### src/rtl/spram_arbiter.sv
// rtl/spram_arbiter.sv - two-requester arbiter in front of a single-port RAM with 1-cycle read return
// Define SPRAM_ARB_FIXED_PRIO_EN for fixed priority (requester 0 always wins); default is round-robin.
module spram_arbiter #(
  parameter int MEM_WIDTH  = 24,
  parameter int ADDR_WIDTH = 8
) (
  input  logic                  clk,
  input  logic                  rst_n,
  input  logic                  req0,
  input  logic                  req1,
  input  logic                  we0,
  input  logic                  we1,
  input  logic [ADDR_WIDTH-1:0] addr0,
  input  logic [ADDR_WIDTH-1:0] addr1,
  input  logic [MEM_WIDTH-1:0]  din0,
  input  logic [MEM_WIDTH-1:0]  din1,
  output logic                  gnt0,
  output logic                  gnt1,
  output logic                  rvalid0,
  output logic                  rvalid1,
  output logic [MEM_WIDTH-1:0]  rdata0,
  output logic [MEM_WIDTH-1:0]  rdata1,
  output logic                  mem_we,
  output logic [ADDR_WIDTH-1:0] mem_addr,
  output logic [MEM_WIDTH-1:0]  mem_din,
  input  logic [MEM_WIDTH-1:0]  mem_dout
);

  logic rd_pending;
  logic rd_owner;

`ifdef SPRAM_ARB_FIXED_PRIO_EN
  always_comb begin
    gnt0 = req0;
    gnt1 = req1 & ~req0;
  end
`else
  // Index of the most recent grant; resets to 1 so requester 0 wins the first contention.
  logic last_grant;

  always_comb begin
    gnt0 = req0 & (~req1 | last_grant);
    gnt1 = req1 & ~gnt0;
  end

  always_ff @(posedge clk or negedge rst_n) begin
    if (!rst_n) begin
      last_grant <= 1'b1;
    end else if (gnt0 | gnt1) begin
      last_grant <= gnt1;
    end
  end
`endif

  always_comb begin
    mem_we   = 1'b0;
    mem_addr = '0;
    mem_din  = '0;
    if (gnt0) begin
      mem_we   = we0;
      mem_addr = addr0;
      mem_din  = din0;
    end else if (gnt1) begin
      mem_we   = we1;
      mem_addr = addr1;
      mem_din  = din1;
    end
  end

  // A read issued while in reset is discarded because the flag is held clear.
  always_ff @(posedge clk or negedge rst_n) begin
    if (!rst_n) begin
      rd_pending <= 1'b0;
      rd_owner   <= 1'b0;
    end else begin
      rd_pending <= (gnt0 | gnt1) & ~mem_we;
      if (gnt0 | gnt1) begin
        rd_owner <= gnt1;
      end
    end
  end

  always_comb begin
    rvalid0 = rd_pending & ~rd_owner;
    rvalid1 = rd_pending & rd_owner;
    rdata0  = rvalid0 ? mem_dout : '0;
    rdata1  = rvalid1 ? mem_dout : '0;
  end

endmodule

### config.mk
export PLATFORM = sky130hd
export DESIGN_NAME = spram_arbiter
export DESIGN_NICKNAME = d
export VERILOG_FILES = /design/src/rtl/spram_arbiter.sv
export SDC_FILE = /design/constraint.sdc
export NUM_CORES = 1
export LEC_CHECK = 0
export CAP_MARGIN = 25
export CORE_MARGIN = 2
export CORE_UTILIZATION = 20
export DETAILED_ROUTE_END_ITERATION = 10
export GPL_ROUTABILITY_DRIVEN = 0
export PLACE_DENSITY = 0.82
export SYNTH_ARGS = -nofsm -noshare
export SYNTH_HDL_FRONTEND = slang
export SYNTH_SLANG_ARGS = --single-unit
export TNS_END_PERCENT = 5
### constraint.sdc
create_clock -name clk -period 1.7 [get_ports clk]
set_input_delay 0.255 -clock clk [delete_from_list [all_inputs] [get_ports clk]]
set_output_delay 0.255 -clock clk [all_outputs]
set_load 0.03 [all_outputs]
==> results.json, run 1 <==
{
  "io_buffers": 178,
  "synth_area_um2": 936,
  "critPathMaxStageDelay_ps": 550,
  "fin_area_mm2": 0.00278,
  "cts_buffers": 3,
  "fillCellCount": 380,
  "synth.distinct_cells": 19,
  "cp_cell_sequence": "buf_6, a21boi_4, buf_12, a32o_2, buf_6",
  "netlist_instances": 113,
  "p_leak_nw": 1.41,
  "synth_warnings": 0,
  "critPathCaptureType": "primary output",
  "maxCapViolations": 0,
  "rows": 24,
  "tightestPinTransition_ps": 218,
  "gr-total-overflow": 0,
  "n_antenna_cell": 0,
  "drive_gt1_share_pct": 43.3,
  "synth.yosys.seq_area_share_pct": 8.16,
  "drc_errors": 0,
  "period_minus_slack_ps": 1710,
  "dp_hpwl_um": 4060,
  "syn_avg_cell_area_um2": 8.28,
  "grt_usage_pct": 18.0,
  "rsz0062_at_grt": "yes",
  "start_util_pct": 21.1,
  "dieWidth_um": 72.4,
  "dieHeight_um": 72.4,
  "cts_hold_buf": 0,
  "clock_skew_ps": 1.02,
  "clockBufferDepth": 2,
  "slew_headroom_pct": 85.5,
  "fin_crit_sh_pct": 101,
  "num_vias": 1692,
  "crit_slowest_cell": "dfstp_2",
  "worst-path-max-fanout": 19,
  "ys_seq_elements": 3,
  "crit_path_start_kind": "flip-flop",
  "cp_data_arrival_time_ps": 1460,
  "clk_latency_ps": 210,
  "finalSetupViolCount": 24,
  "wl_per_cell_um": 14.8,
  "dieArea_mm2": 0.00524,
  "fmax_mhz": 583,
  "status": "complete, but fails checks",
  "cts_tree": "yes",
  "worstSetupPathType": "reg -> out",
  "place_area_mm2": 0.00256,
  "root_buffer": "clkbuf_8",
  "antenna_found_initial": 0,
  "final.setup.tns_ps": -217,
  "syn_nets": 207,
  "whs_ps": 223,
  "critical_path.top_delay_family": "flip-flops",
  "worstPathRequired_ps": 1440,
  "violations": "negative setup slack",
  "crit_top_cell": "buf_6",
  "first_pass_iters": 4,
  "slew_violations": 0,
  "grt_max_degree": 27,
  "finalWirelength_um": 5070,
  "worst_slack_ps": -14.1,
  "syn_to_final_growth_pct": 197,
  "hold_viol": 0,
  "layout.nets": 386,
  "pre_cts_slack_ps": -53.9,
  "peakVddDrop_mv": 0.327,
  "drtIter0Drc": 67,
  "grt_pass1_wl_um": 7680,
  "core-area_mm2": 0.00444,
  "ant_nets": 0,
  "hold_class": "in -> async",
  "critPathBufInv": 3,
  "clk_pin_slew_worst_paths_ps": 30,
  "p_per_area_mw_per_mm2": 530,
  "io_pins": 179,
  "h-tree-depth": 1,
  "grt_pass1_vias": 1673,
  "cts_sinks": 3,
  "vias_per_cell": 4.93
}
path summary, 6_finish.rpt:
kind	startpoint	to	slack (ps)	cells after the start
worst max-delay path	last_grant$_DFFE_PN1P_	mem_din[10]	-10	5
worst min-delay path	rst_n	rd_pending$_DFF_PN0_	220	1
worst max register to register	last_grant$_DFFE_PN1P_	rd_pending$_DFF_PN0_	380	5
worst min register to register	last_grant$_DFFE_PN1P_	last_grant$_DFFE_PN1P_	630	3
max in group asynchronous	rst_n	last_grant$_DFFE_PN1P_	1260	1
min in group clk	req1	last_grant$_DFFE_PN1P_	490	3
per-stage QoR:
step                      utilization, %  total power [W]  instances
after floorplan                        -         0.000675        113
after global placement              57.6          0.00116        336
after detailed placement            57.6          0.00117        336
after CTS                           62.6          0.00148        343
after global routing                62.6          0.00155        343
final                               62.6          0.00147        343
layer usage:
layer  vias up  wire length, um  global-route usage (%)
li1        807                -                       -
met1       774             1680                    17.8
met2       105             2810                    36.5
met3         6              503                    3.89
met4         0               81                    5.56
met5         -                0                       0
registers in the layout, indices dropped and copies added, names as in the netlist:
| name | count |
|---|---|
| rd_owner | 1 |
| rd_pending | 1 |
| last_grant | 1 |
power breakdown:
group / internal (W) / total (W) / switching (W)
Clock: 0.000160 / 0.000208 / 0.0000476
Sequential: 0.0000835 / 0.0000901 / 0.00000664
Combinational: 0.000601 / 0.00118 / 0.000575
Total: 0.000844 / 0.00147 / 0.000630
synthesized netlist by cell type:
library cell | number | share of area (%)
nor2b_2 | 1 | 0.94
nand2b_1 | 1 | 0.67
dfstp_2 | 1 | 2.8
a21oi_1 | 1 | 0.53
a32o_2 | 19 | 23
inv_1 | 2 | 0.80
inv_2 | 1 | 0.40
clkbuf_4 | 2 | 1.6
and2_1 | 26 | 17
buf_2 | 7 | 3.7
clkbuf_1 | 4 | 1.6
and3_1 | 24 | 16
a21o_1 | 1 | 0.80
a21boi_4 | 1 | 2.0
dfrtp_1 | 2 | 5.3
a32o_1 | 15 | 16
nor2_1 | 1 | 0.40
buf_8 | 3 | 4.8
buf_6 | 1 | 1.2
worst reg2reg max path, stage by stage (launching register included):
cell      delay (ps)
dfstp_2          550
buf_6            110
a21boi_4          70
buf_12           160
buf_4            140
a32o_1           190
cell families after synthesis:
logic type	Yosys count	share of synthesized area [%]
AND/OR/NAND/NOR	53	35.4
buffers and inverters	20	14.2
flip-flops	3	8.16
AO/OA/AOI/OAI	37	42.2
cells in the final DEF, fill, tap and decap left out, types with 2 or more instances in the layout:
cell,count
and3_1,24
buf_12,3
dlygate4sd2_1,2
buf_6,34
inv_1,2
and2_1,26
clkdlybuf4s50_1,91
a32o_1,14
buf_4,60
a32o_2,20
clkbuf_8,3
dfrtp_1,2
area by class of cell:
cell class	count	area [um^2]	share of cell area (%)
repair buffers	191	1850	66.5
inverters	3	11.3	0.405
flip-flops and latches	3	76.3	2.74
clock buffers	4	45.0	1.62
multi-input cells	90	736	26.4
well taps	52	65.1	2.34
what timing repair did:
item / in CTS / in global routing
pin swaps: 1 / 0
gates resized for setup: 38 / 1
endpoints found under the setup margin: 33 / 33
cloned: 1 / 0
setup buffers: 2 / 0
No activity file was read; power rests on OpenSTA's default activity.
==> inputs of run 2 (changes only) <==
- TNS_END_PERCENT: 5 -> unset
==> run 2 against run 1 <==
The run still ends with negative setup slack left. Clock power hardly changed. Sequential share of layout area unchanged. Non-clock buffer count stayed put. Critical path type unchanged. Worst setup slack got worse by 1.3 ps.
==> results.json, run 2 (synthesis gave the netlist of run 1 again) <==
{
  "pre_cts_slack_ps": -53.9,
  "seqCellArea_um2": 76.3,
  "grt_usage_pct": 18.0,
  "critPathCaptureType": "primary output",
  "first_pass_iters": 4,
  "status": "complete, but fails checks",
  "rows": 24,
  "grt_pass1_wl_um": 7680,
  "dr_wl_met2_um": 2820,
  "worstSetupEndpoint": "mem_din[10]",
  "hold_viol": 0,
  "fillCellCount": 380,
  "cp_data_arrival_time_ps": 1460,
  "rsz0062_at_grt": "yes",
  "fmax_mhz": 583,
  "p_leak_nw": 1.41,
  "worstPathRequired_ps": 1440,
  "period_minus_slack_ps": 1720,
  "drive_gt1_share_pct": 43.3,
  "drtIter0Drc": 60,
  "hold_class": "in -> async",
  "grt_pass1_vias": 1678,
  "wl_per_cell_um": 14.8,
  "h-tree-depth": 1,
  "slew_violations": 0,
  "final.setup.tns_ps": -229,
  "crit_path_start_kind": "flip-flop",
  "fin_util_pct": 62.6,
  "grt_max_degree": 27,
  "r2r_cells": 5,
  "critPathMaxStageDelay_ps": 550,
  "fin_crit_sh_pct": 101,
  "core-area_mm2": 0.00444,
  "crit_start": "last_grant$_DFFE_PN1P_",
  "maxCapViolations": 0,
  "finalWirelength_um": 5070,
  "crit_slowest_cell": "dfstp_2",
  "dieWidth_um": 72.4,
  "layout.nets": 386,
  "dieHeight_um": 72.4,
  "clock_skew_ps": 0.990,
  "critPathBufInv": 3,
  "peakVddDrop_mv": 0.327,
  "clockBufferDepth": 2,
  "instances_no_fill": 343,
  "slew_headroom_pct": 85.1,
  "io_pins": 179,
  "worst_slack_ps": -15.4,
  "wl_met1_um": 1650,
  "layout_common_cells": "clkdlybuf4s50_1 (91), buf_4 (60), buf_6 (34)",
  "critical_path.top_delay_family": "flip-flops",
  "layout_commonest_cell": "clkdlybuf4s50_1",
  "num_vias": 1690,
  "drc_errors": 0,
  "clk_latency_ps": 210,
  "reg2reg_slack_ps": 380,
  "cts_sinks": 3,
  "cts_hold_buf": 0,
  "crit_top_cell": "buf_6",
  "placed_cells": 336,
  "antenna_found_initial": 0,
  "r2r_start": "last_grant$_DFFE_PN1P_",
  "fin_area_mm2": 0.00278,
  "critical_path_depth": 5,
  "finalSetupViolCount": 25,
  "gr-total-overflow": 0,
  "top_regs": "last_grant: 1 flops, rd_owner: 1 flops, rd_pending: 1 flops",
  "vias_per_cell": 4.93,
  "reg2reg_to": "rd_pending$_DFF_PN0_",
  "tightestPinTransition_ps": 223,
  "p_per_area_mw_per_mm2": 530,
  "place_area_mm2": 0.00256,
  "cp_cell_sequence": "buf_6, a21boi_4, buf_12, a32o_2, buf_6",
  "route.met3.wl_um": 506,
  "cts_tree": "yes",
  "syn_to_final_growth_pct": 197,
  "clk_pin_slew_worst_paths_ps": 30,
  "start_util_pct": 21.1,
  "ant_nets": 0,
  "highest_layer": "met4",
  "cts_buffers": 3,
  "n_antenna_cell": 0,
  "io_buffers": 178,
  "worstSetupPathType": "reg -> out",
  "root_buffer": "clkbuf_8",
  "violations": "negative setup slack",
  "worst-path-max-fanout": 19,
  "dp_hpwl_um": 4060,
  "multi_input_area_um2": 736,
  "dieArea_mm2": 0.00524
}
run 2: cell counts in the layout (fill, tap and decap cells not counted):
Identical to the previous run, type by type.
run 2: cell type report:
class                      count  area share [%]
sequential                     3            2.74
tap                           52            2.34
clock buffer                   4            1.62
inverter                       3           0.405
timing repair buffer         191            66.5
multi-input combinational     90            26.4
run 2: routing by layer:
metal  track usage [%]  vias up
li1                  -      807
met1              17.8      770
met2              36.5      107
met3              3.89        6
met4              5.56        0
met5                 0        -
run 2: worst reg2reg max path, delay by kind of cell, from the launching register on:
kind / cells / cell delay [ps]
AOI/OAI and AO/OA: 2 / 260
buffers and inverters: 3 / 410
DFF: 1 / 550
run 2: how the worst min path moves through the flow:
stage | startpoint | slack, ps | endpoint
final | rst_n | 220 | rd_pending$_DFF_PN0_
after global routing | rst_n | 230 | rd_pending$_DFF_PN0_
after CTS | rst_n | 230 | rd_pending$_DFF_PN0_
after detailed placement | rst_n | 450 | rd_pending$_DFF_PN0_
after global placement | rst_n | 450 | rd_pending$_DFF_PN0_
after floorplan | rst_n | -40 | rd_owner$_DFFE_PN0P_
run 2: power breakdown:
part           internal [W]  switching (W)
Clock              0.000160      0.0000477
Combinational      0.000601       0.000575
Sequential        0.0000835     0.00000663
run 2: through the flow:
step / hold WS, ps / total power, W
after floorplan: -40.6 / 0.000675
after global placement: 450 / 0.00116
after detailed placement: 452 / 0.00117
after CTS: 225 / 0.00148
after global routing: 234 / 0.00155
final: 223 / 0.00147
run 2: timing repair:
action / CTS / global route
pin swaps: 1 / 0
endpoints found under the setup margin: 33 / 33
cloned: 1 / 0
buffers inserted: 2 / 0
gates resized for setup: 38 / 1
==> inputs of run 3 (changes only) <==
- MAX_ROUTING_LAYER: unset -> met4
- SLEW_MARGIN: unset -> 15
==> run 3 against run 2 <==
Register-to-register slack is essentially flat. The run still ends with negative setup slack left. Flip-flop and latch count is the same. Die area is the same. Clock-buffer cell count is the same. Core utilization is the same. Largest cell class unchanged. Cell area is the same.
==> results.json, run 3 (synthesis gave the netlist of run 1 again) <==
{
  "status": "complete, but fails checks",
  "violations": "negative setup slack",
  "use_met3_pct": 2.78,
  "slew_headroom_pct": 85.2,
  "pre_cts_slack_ps": -53.9,
  "tightestPinTransition_ps": 223,
  "io_pins": 179,
  "cts_hold_buf": 0,
  "num_vias": 1683,
  "use_met2_pct": 37.0,
  "hold_viol": 0,
  "first_pass_iters": 4,
  "rows": 24,
  "cts_tree": "yes",
  "fillCellCount": 380,
  "cts_sinks": 3,
  "top_regs": "last_grant: 1 flops, rd_owner: 1 flops, rd_pending: 1 flops",
  "grt_pass1_wl_um": 7680,
  "drc_errors": 0,
  "clk_latency_ps": 210,
  "grt_usage_pct": 18.5,
  "hold_class": "in -> async",
  "clock_skew_ps": 0.902,
  "whs_ps": 227,
  "p_per_area_mw_per_mm2": 530,
  "rsz0062_at_grt": "yes",
  "worst_slack_ps": -15.5,
  "seqCellArea_um2": 76.3,
  "fin_crit_sh_pct": 101,
  "ant_nets": 0,
  "dp_hpwl_um": 4060,
  "reg2reg_slack_ps": 380,
  "h-tree-depth": 1,
  "worst-path-max-fanout": 19,
  "core-area_mm2": 0.00444,
  "finalWirelength_um": 5100,
  "p_leak_nw": 1.41,
  "clockBufferDepth": 2,
  "syn_to_final_growth_pct": 197,
  "worstPathRequired_ps": 1440,
  "io_buffers": 178,
  "peakVddDrop_mv": 0.326,
  "finalSetupViolCount": 26,
  "root_buffer": "clkbuf_8",
  "antenna_found_initial": 0,
  "cp_data_arrival_time_ps": 1460,
  "slew_violations": 0,
  "n_antenna_cell": 0,
  "worstSetupPathType": "reg -> out",
  "crit_path_start_kind": "flip-flop",
  "fmax_mhz": 583,
  "wl_per_cell_um": 14.9,
  "critPathCaptureType": "primary output",
  "layout_commonest_cell": "clkdlybuf4s50_1",
  "gr-total-overflow": 0,
  "r2r_cells": 5,
  "drtIter0Drc": 51,
  "grt_pass1_vias": 1682,
  "grt_max_degree": 27,
  "grtUsageMet1_pct": 18.2,
  "drive_gt1_share_pct": 43.3,
  "dieWidth_um": 72.4,
  "busiest_layer": "met2",
  "layout_common_cells": "clkdlybuf4s50_1 (91), buf_4 (60), buf_6 (34)",
  "dieHeight_um": 72.4,
  "multi_input_area_um2": 736,
  "dieArea_mm2": 0.00524,
  "layout.nets": 386,
  "vias_per_cell": 4.91,
  "period_minus_slack_ps": 1720,
  "clk_pin_slew_worst_paths_ps": 30,
  "power.total_w": 0.00147,
  "maxCapViolations": 0,
  "start_util_pct": 21.1,
  "cts_buffers": 3
}
[run 3: cell counts in the layout (fill, tap and decap cells not counted)]
No cell type changed its count.
[run 3: final timing paths]
| kind | start | end |
|---|---|---|
| worst max register to register | last_grant$_DFFE_PN1P_ | rd_pending$_DFF_PN0_ |
| max in group asynchronous | rst_n | last_grant$_DFFE_PN1P_ |
| min in group clk | req1 | last_grant$_DFFE_PN1P_ |
| worst min register to register | last_grant$_DFFE_PN1P_ | last_grant$_DFFE_PN1P_ |
| worst max-delay path | last_grant$_DFFE_PN1P_ | mem_din[10] |
| worst min-delay path | rst_n | rd_pending$_DFF_PN0_ |
[run 3: repair_timing]
item,in CTS,in global routing
pin swaps,1,0
cloned,1,0
gates resized for setup,38,1
setup buffers,2,0
setup endpoints to repair,33,33
[run 3: final cells by class]
class,count,share of cell area [%]
well taps,52,2.34
inverters,3,0.405
repair buffers,191,66.5
clock buffers,4,1.62
flip-flops and latches,3,2.74
multi-input cells,90,26.4
[run 3: critical path, cell delays in order (launching register included)]
cell and delay, ps:
dfstp_2 550, buf_6 100, a21boi_4 70, buf_12 160
a32o_2 230, buf_6 140
[run 3: report_power, final]
| part | leakage (nW) | switching [W] | internal [W] | total, W |
|---|---|---|---|---|
| clock | 0.0228 | 0.0000470 | 0.000160 | 0.000207 |
| combinational | 1.36 | 0.000576 | 0.000601 | 0.00118 |
| sequential | 0.0345 | 0.00000667 | 0.0000835 | 0.0000901 |
[run 3: metal layers]
layer  part of all wire [%]  wire length [um]
met1                     35              1760
met2                     55              2820
met3                    8.7               442
met4                    1.6                81
met5                      0                 0
[run 3: metrics by stage]
step           utilization, %  setup TNS, ps  cell area [um^2]  instances
6_report                 62.6           -227              2780        343
5_1_grt                  62.6          -1090              2780        343
4_1_cts                  62.6           -101              2780        343
3_5_place_dp             57.6          -1150              2560        336
3_3_place_gp             57.6           -862              2560        336
2_1_floorplan               -              0               936        113
